## src/rtl/uart_pkg.sv

```systemverilog
// Shared types and framing constants for the MMIO UART transmitter.
package uart_pkg;

  // Transmit FSM states.
  typedef enum logic [1:0] {
    IDLE  = 2'd0,
    START = 2'd1,
    DATA  = 2'd2,
    STOP  = 2'd3
  } uart_state_t;

  // Line levels for the framing bits and the payload width (8N1).
  localparam logic START_BIT = 1'b0;
  localparam logic STOP_BIT  = 1'b1;
  localparam int   DATA_BITS = 8;

  // Width of a counter that must hold 0..n-1; never narrower than one bit.
  function automatic int cnt_width(input int n);
    return (n <= 2) ? 1 : $clog2(n);
  endfunction

endpackage

```

## src/rtl/sync_fifo.sv

```systemverilog
// Single-clock FIFO with separate occupancy count. Pointers wrap naturally
// because DEPTH is a power of two. The head entry is read combinationally
// so a consumer can load it on the same edge that pops it.
module sync_fifo #(
  parameter int WIDTH = 8,
  parameter int DEPTH = 8
) (
  input  logic                     clk,
  input  logic                     reset,
  input  logic                     push,
  input  logic [WIDTH-1:0]         push_data,
  input  logic                     pop,
  output logic [WIDTH-1:0]         pop_data,
  output logic                     full,
  output logic                     empty,
  output logic [$clog2(DEPTH):0]   count
);

  localparam int PW = (DEPTH <= 2) ? 1 : $clog2(DEPTH);
  localparam int CW = $clog2(DEPTH) + 1;
  localparam logic [CW-1:0] FULL_COUNT = CW'(DEPTH);

  logic [WIDTH-1:0] mem [DEPTH];
  logic [PW-1:0]    wr_ptr_reg;
  logic [PW-1:0]    rd_ptr_reg;
  logic [CW-1:0]    count_reg;
  logic             do_push;
  logic             do_pop;

  // A pop is only honoured when data exists; a push into a full FIFO is
  // accepted only when a pop frees a slot on the same edge.
  assign do_pop  = pop && (count_reg != '0);
  assign do_push = push && ((count_reg != FULL_COUNT) || do_pop);

  assign pop_data = mem[rd_ptr_reg];
  assign full     = (count_reg == FULL_COUNT);
  assign empty    = (count_reg == '0);
  assign count    = count_reg;

  // Storage array; left unreset so it can map onto RAM resources.
  always_ff @(posedge clk) begin
    if (do_push) begin
      mem[wr_ptr_reg] <= push_data;
    end
  end

  // Pointer and occupancy bookkeeping.
  always_ff @(posedge clk or negedge reset) begin
    if (!reset) begin
      wr_ptr_reg <= '0;
      rd_ptr_reg <= '0;
      count_reg  <= '0;
    end else begin
      if (do_push) begin
        wr_ptr_reg <= wr_ptr_reg + 1'b1;
      end
      if (do_pop) begin
        rd_ptr_reg <= rd_ptr_reg + 1'b1;
      end
      case ({do_push, do_pop})
        2'b10:   count_reg <= count_reg + 1'b1;
        2'b01:   count_reg <= count_reg - 1'b1;
        default: count_reg <= count_reg;
      endcase
    end
  end

endmodule

```

## src/rtl/mmio_uart_tx.sv

```systemverilog
// Memory-mapped UART transmitter: CPU byte stores to TX_ADDR are queued in a
// FIFO and serialised as 8N1 frames, LSB first, on a registered tx line.
module mmio_uart_tx
  import uart_pkg::*;
#(
  parameter int          CLKS_PER_BIT = 4,
  parameter int          FIFO_DEPTH   = 8,
  parameter logic [31:0] TX_ADDR      = 32'h0000_FFF0
) (
  input  logic        clk,
  input  logic        reset,
  input  logic        data_write,
  input  logic [7:0]  data,
  input  logic [31:0] data_address,
  output logic        tx,
  output logic        busy,
  output logic        fifo_full,
  output logic        fifo_empty,
  output logic [7:0]  drop_count
);

  localparam int              BW         = cnt_width(CLKS_PER_BIT);
  localparam logic [BW-1:0]   BAUD_LAST  = BW'(CLKS_PER_BIT - 1);
  localparam logic [2:0]      LAST_BIT   = 3'(DATA_BITS - 1);
  localparam int              CW         = $clog2(FIFO_DEPTH) + 1;
  localparam logic [CW-1:0]   FULL_COUNT = CW'(FIFO_DEPTH);

  // Address decode and FIFO interface.
  logic          wr_hit;
  logic          fifo_pop;
  logic [7:0]    fifo_dout;
  logic          q_full;
  logic          q_empty;
  logic [CW-1:0] q_count;

  // Transmit FSM state.
  uart_state_t   state_reg,   state_next;
  logic [BW-1:0] baud_reg,    baud_next;
  logic [2:0]    bit_idx_reg, bit_idx_next;
  logic [7:0]    shift_reg,   shift_next;
  logic          tx_reg,      tx_next;
  logic          baud_last;

  // Drop counter.
  logic [7:0]    drop_count_reg;
  logic          drop_inc;

  // Full 32-bit compare: aliases of TX_ADDR must not reach the FIFO.
  assign wr_hit = data_write && (data_address == TX_ADDR);

  sync_fifo #(
    .WIDTH (8),
    .DEPTH (FIFO_DEPTH)
  ) u_fifo (
    .clk       (clk),
    .reset     (reset),
    .push      (wr_hit),
    .push_data (data),
    .pop       (fifo_pop),
    .pop_data  (fifo_dout),
    .full      (q_full),
    .empty     (q_empty),
    .count     (q_count)
  );

  // A byte is lost only when the FIFO is full and the FSM is not freeing a
  // slot on this same edge.
  assign drop_inc = wr_hit && q_full && !fifo_pop;

  // Saturating count of discarded bytes.
  always_ff @(posedge clk or negedge reset) begin
    if (!reset) begin
      drop_count_reg <= '0;
    end else if (drop_inc && (drop_count_reg != 8'hFF)) begin
      drop_count_reg <= drop_count_reg + 8'd1;
    end
  end

  assign baud_last = (baud_reg == BAUD_LAST);

  // FSM, baud counter, bit index, shift register and the registered line.
  always_ff @(posedge clk or negedge reset) begin
    if (!reset) begin
      state_reg   <= IDLE;
      baud_reg    <= '0;
      bit_idx_reg <= '0;
      shift_reg   <= '0;
      tx_reg      <= STOP_BIT;
    end else begin
      state_reg   <= state_next;
      baud_reg    <= baud_next;
      bit_idx_reg <= bit_idx_next;
      shift_reg   <= shift_next;
      tx_reg      <= tx_next;
    end
  end

  // Next-state logic. tx is derived from the next state so the line level
  // changes on the same edge as the state, which gives the two-edge
  // push-to-start-bit latency and exact CLKS_PER_BIT bit periods.
  always_comb begin
    state_next   = state_reg;
    baud_next    = baud_reg;
    bit_idx_next = bit_idx_reg;
    shift_next   = shift_reg;
    fifo_pop     = 1'b0;
    tx_next      = STOP_BIT;

    case (state_reg)
      IDLE: begin
        if (!q_empty) begin
          fifo_pop     = 1'b1;
          shift_next   = fifo_dout;
          baud_next    = '0;
          bit_idx_next = '0;
          state_next   = START;
        end
      end
      START: begin
        if (baud_last) begin
          baud_next    = '0;
          bit_idx_next = '0;
          state_next   = DATA;
        end else begin
          baud_next = baud_reg + 1'b1;
        end
      end
      DATA: begin
        if (baud_last) begin
          baud_next = '0;
          if (bit_idx_reg == LAST_BIT) begin
            state_next = STOP;
          end else begin
            bit_idx_next = bit_idx_reg + 3'd1;
            shift_next   = {1'b0, shift_reg[7:1]};
          end
        end else begin
          baud_next = baud_reg + 1'b1;
        end
      end
      STOP: begin
        if (baud_last) begin
          baud_next = '0;
          // Chain straight into the next start bit when more data waits.
          if (!q_empty) begin
            fifo_pop     = 1'b1;
            shift_next   = fifo_dout;
            bit_idx_next = '0;
            state_next   = START;
          end else begin
            state_next = IDLE;
          end
        end else begin
          baud_next = baud_reg + 1'b1;
        end
      end
      default: begin
        state_next = IDLE;
      end
    endcase

    case (state_next)
      START:   tx_next = START_BIT;
      DATA:    tx_next = shift_next[0];
      STOP:    tx_next = STOP_BIT;
      default: tx_next = STOP_BIT;
    endcase
  end

  assign tx         = tx_reg;
  assign busy       = (state_reg != IDLE);
  assign fifo_full  = (q_count == FULL_COUNT);
  assign fifo_empty = (q_count == '0);
  assign drop_count = drop_count_reg;

endmodule

```

## config.mk

```make
export PLATFORM = sky130hd
export DESIGN_NAME = mmio_uart_tx
export DESIGN_NICKNAME = d
export VERILOG_FILES = /design/src/rtl/uart_pkg.sv /design/src/rtl/sync_fifo.sv /design/src/rtl/mmio_uart_tx.sv
export SDC_FILE = /design/constraint.sdc
export NUM_CORES = 1
export LEC_CHECK = 0
export BUFFER_PORTS_ARGS = -buffer_cell sky130_fd_sc_hd__buf_2
export CORE_MARGIN = 1
export CORE_UTILIZATION = 54
export CTS_BUF_LIST = sky130_fd_sc_hd__clkbuf_4
export CTS_CLUSTER_DIAMETER = 200
export CTS_CLUSTER_SIZE = 28
export DETAILED_ROUTE_END_ITERATION = 8
export HOLD_SLACK_MARGIN = 0.06
export PLACE_DENSITY = 0.79
export SLEW_MARGIN = 5
export SYNTH_ARGS = -nofsm -noshare
export SYNTH_HDL_FRONTEND = slang
export SYNTH_SLANG_ARGS = --single-unit
export TNS_END_PERCENT = 5
```

## constraint.sdc

```tcl
create_clock -name clk -period 3 [get_ports clk]
set_clock_uncertainty 0.15 [all_clocks]
set_input_delay 0.45 -clock clk [delete_from_list [all_inputs] [get_ports clk]]
set_output_delay 0.45 -clock clk [all_outputs]
set_load 0.005 [all_outputs]
```

==> impl_metrics.ini <==
[worst_setup_path]
critical_path.slowest_cell = dfrtp_1
critPathLaunchType = flop
regToRegStartpoint = state_reg[0]$_DFF_PN0_
worst-endpoint-required_ns = 3.20
worstPathMaxFanout = 5
worstSetupPathType = reg2reg
worst_ep_arrival_time_ns = 3.00
ff2ff_setup_slack_ns = 0.20
worstPathBufferInverterCount = 3
crit_path_cell_trace = inv_1 > ha_1 > a21oi_1 > o21ai_1 > buf_4 > nor4b_4 > inv_1 > ha_2 > xor2_1 > ha_1 > a21oi_1 > xor2_1 > nor2_1 > xor2_1
cp_max_stage_delay_ns = 0.44
r2r_end = u_fifo.count[2]$_DFFE_PN0P_
r2r.worst_path.cells = 14
worst_path_dominant_cell_family = adder cells
setup.worst_path.end_class = flop
cpMostUsedCell = xor2_1

[cells_and_area]
layout.cell_area.non_filler_sq_mm = 0.00512
layoutNonFillerInstCount = 486
final_net_count = 436
antennaDiodeCount = 0
syn2layout_area_growth_pct = 15.0
largest_register_ffs = 64
finalCoreUtilization_pct = 65.2
share_of_final_layout_standard_cells_stronger_than_drive_strength_1_pct = 29.9

[placed_design]
placed_instances = 467
gpl.final_weighted_congestion = 0.820
detailed_place_hpwl_microns = 5850
placement.io_buffers = 54
placed_area_sq_mm = 0.00493

[yosys]
yosys_register_bits = 98
ys_types = 50
yosysWarnings = 0
synth-async-reset-ratio_pct = 34.7
syn-instance-count = 303
synth-edff-count = 64
net_count_after_synthesis = 360
post_synth_instance_area_sq_mm = 0.00445
synth_area_per_cell_sq_um = 14.7
most_used_dff_post_synth = edfxtp_1
synth_sequential_area_ratio_pct = 62.3

[pwr]
power_leakage_nw = 2.08
power.density_cell_area_mw_per_mm2 = 455
vdd_drop_max_uv = 357

[cts]
tritoncts_clock_tree = done
cts_root_buf = clkbuf_4
clkLatencyLatePin_ns = 0.46
cts_sinks = 98
clkSlewWorstSetupHoldPaths_ns = 0.17
clock_tree.htree_level_count = 3
clockBufferDepth = 2
cts_buffers = 9

[route]
detailroute.via_count = 2798
routedWlPerCell_microns = 17.3
drtAntennaViolNets = 0
iteration_0_drc_count_of_the_detailed_router = 158
post-route-drc-count = 0
routed_wl_microns = 8390
via_per_inst = 5.76
drt_pre_antenna_iters = 4

[global_routing]
globalRoute.totalOverflow = 0
first_pass_grt_wire_length_microns = 13700
maximum_number_of_pins_on_one_net_before_global_route_repair = 35
antenna_violations_before_repair = 0
global_route.usage.total_pct = 21.5
first_global_vias = 2847

[die]
top_level_pins = 55
die_width_microns = 92.8
floorplan.initialDensity_pct = 56.7
die_span_y_microns = 92.8
std_cell_rows = 32
placeableCoreArea_sq_mm = 0.00785
die_area_sq_mm = 0.00861

[min_path]
hold_depth = 1
min_path_type = in2reg
hp-start = data[6]
holdPathEnd = u_fifo.mem[2][6]$_DFFE_PP_

[sta]
max_slew.worst_pin.slew_ns = 0.768
setup_total_negative_slack_ns = 0
slew_headroom_pct = 48.8
final_cycle_share_pct = 93.4
timing.final.hold_violations = 0
report.final.setup_viol = 0
top_achievable_clock_speed_ghz = 0.357
final_max_slew_viol_count = 0
whs_ns = 0.0978
finalCriticalPeriod_ns = 2.80
grt_setup_unrepaired = no

[status]
outcome = complete, no violations

[flow_run]
drv_cap = 0
==> through the flow <==
step                      setup WS (ns)  power, mW
final                             0.198       2.33
after global routing             0.0179       2.42
after CTS                        0.0617       2.35
after detailed placement         0.0850       1.65
after global placement            0.180       1.65
after floorplan                  0.0680       1.59
==> final cells by class <==
cell class / count / area, sq um
repair buffers: 73 / 415
clock inverters: 7 / 78.8
well taps: 102 / 128
flip-flops and latches: 98 / 2770
multi-input cells: 189 / 1620
inverters: 8 / 30.0
fillers: 593 / 2730
clock buffers: 9 / 67.6
==> power by group <==
group	switching (mW)	internal [mW]
combinational	0.0590	0.0602
sequential	0.0236	1.48
clock	0.498	0.206
==> layout by cell type (no fill, tap or decap), types with 6 or more instances in the layout <==
cell	synthesis	routed
xor2_1	7	7
ha_1	14	13
nor2b_1	7	7
nand4_1	8	8
nor3_1	6	6
xnor2_1	8	8
nand2_1	15	15
clkbuf_4	0	9
nor2_1	16	16
buf_2	4	54
o21ai_0	10	10
inv_1	8	7
a22oi_1	6	6
mux2i_1	11	11
mux4_2	14	14
edfxtp_1	64	64
dfrtp_1	33	33
buf_4	0	18
mux2_2	6	6
==> cell families (layout without fill, tap and decap cells) <==
family,Yosys count,count (layout),share of synthesized area (%)
flip-flops,98,98,62.3
AND/OR/NAND/NOR,88,88,11.9
AO/OA/AOI/OAI,41,41,6.38
multiplexers,31,31,11.1
buffers and inverters,16,97,1.46
XOR/XNOR,15,15,2.95
adder cells (fa/ha/maj),14,14,3.94
==> what timing repair did <==
| action | CTS | global route |
|---|---|---|
| endpoints found under the hold margin | 33 | 0 |
| gates resized for setup | 0 | 3 |
| hold buffers | 1 | 0 |
| buffers inserted | 0 | 2 |
| setup endpoints to repair | 0 | 2 |
==> layer usage <==
layer	up-vias	routed length (microns)	track usage, %
met3	2	340	3.86
li1	1337	-	-
met4	0	36	7.95
met5	-	0	0
met2	48	4330	36.5
met1	1411	3680	27.5
==> worst max path at each step <==
| stage | start | end | slack (ns) | depth (start not counted) |
|---|---|---|---|---|
| after floorplan | state_reg[0]$_DFF_PN0_ | u_fifo.count[2]$_DFFE_PN0P_ | 0.07 | 13 |
| after global placement | data_address[25] | u_fifo.count[2]$_DFFE_PN0P_ | 0.18 | 12 |
| after detailed placement | data_address[25] | u_fifo.count[2]$_DFFE_PN0P_ | 0.09 | 12 |
| after CTS | state_reg[1]$_DFF_PN0_ | u_fifo.count[2]$_DFFE_PN0P_ | 0.06 | 14 |
| after global routing | state_reg[0]$_DFF_PN0_ | u_fifo.count[2]$_DFFE_PN0P_ | 0.02 | 14 |
| final | state_reg[0]$_DFF_PN0_ | u_fifo.count[2]$_DFFE_PN0P_ | 0.20 | 14 |
==> synth_stat cells, types with 3 or more instances <==
| library cell | count | area share [%] |
|---|---|---|
| edfxtp_1 | 64 | 43 |
| dfrtp_1 | 33 | 19 |
| nor2_1 | 16 | 1.3 |
| nand2_1 | 15 | 1.3 |
| ha_1 | 14 | 3.9 |
| mux4_2 | 14 | 7.1 |
| mux2i_1 | 11 | 2.5 |
| o21ai_0 | 10 | 1.1 |
| inv_1 | 8 | 0.67 |
| nand4_1 | 8 | 1.1 |
| xnor2_1 | 8 | 1.6 |
| nor2b_1 | 7 | 0.98 |
| xor2_1 | 7 | 1.4 |
| a22oi_1 | 6 | 1.0 |
| mux2_2 | 6 | 1.5 |
| nor3_1 | 6 | 0.67 |
| and3_1 | 5 | 0.70 |
| nand2b_1 | 5 | 0.70 |
| nor4b_1 | 5 | 0.98 |
| a21o_1 | 4 | 0.67 |
| a21oi_1 | 4 | 0.45 |
| buf_2 | 4 | 0.45 |
| clkbuf_1 | 4 | 0.34 |
| nand3_1 | 3 | 0.34 |
| nor4_1 | 3 | 0.42 |
| nor4bb_1 | 3 | 0.67 |
No activity file was read; power rests on OpenSTA's default activity.
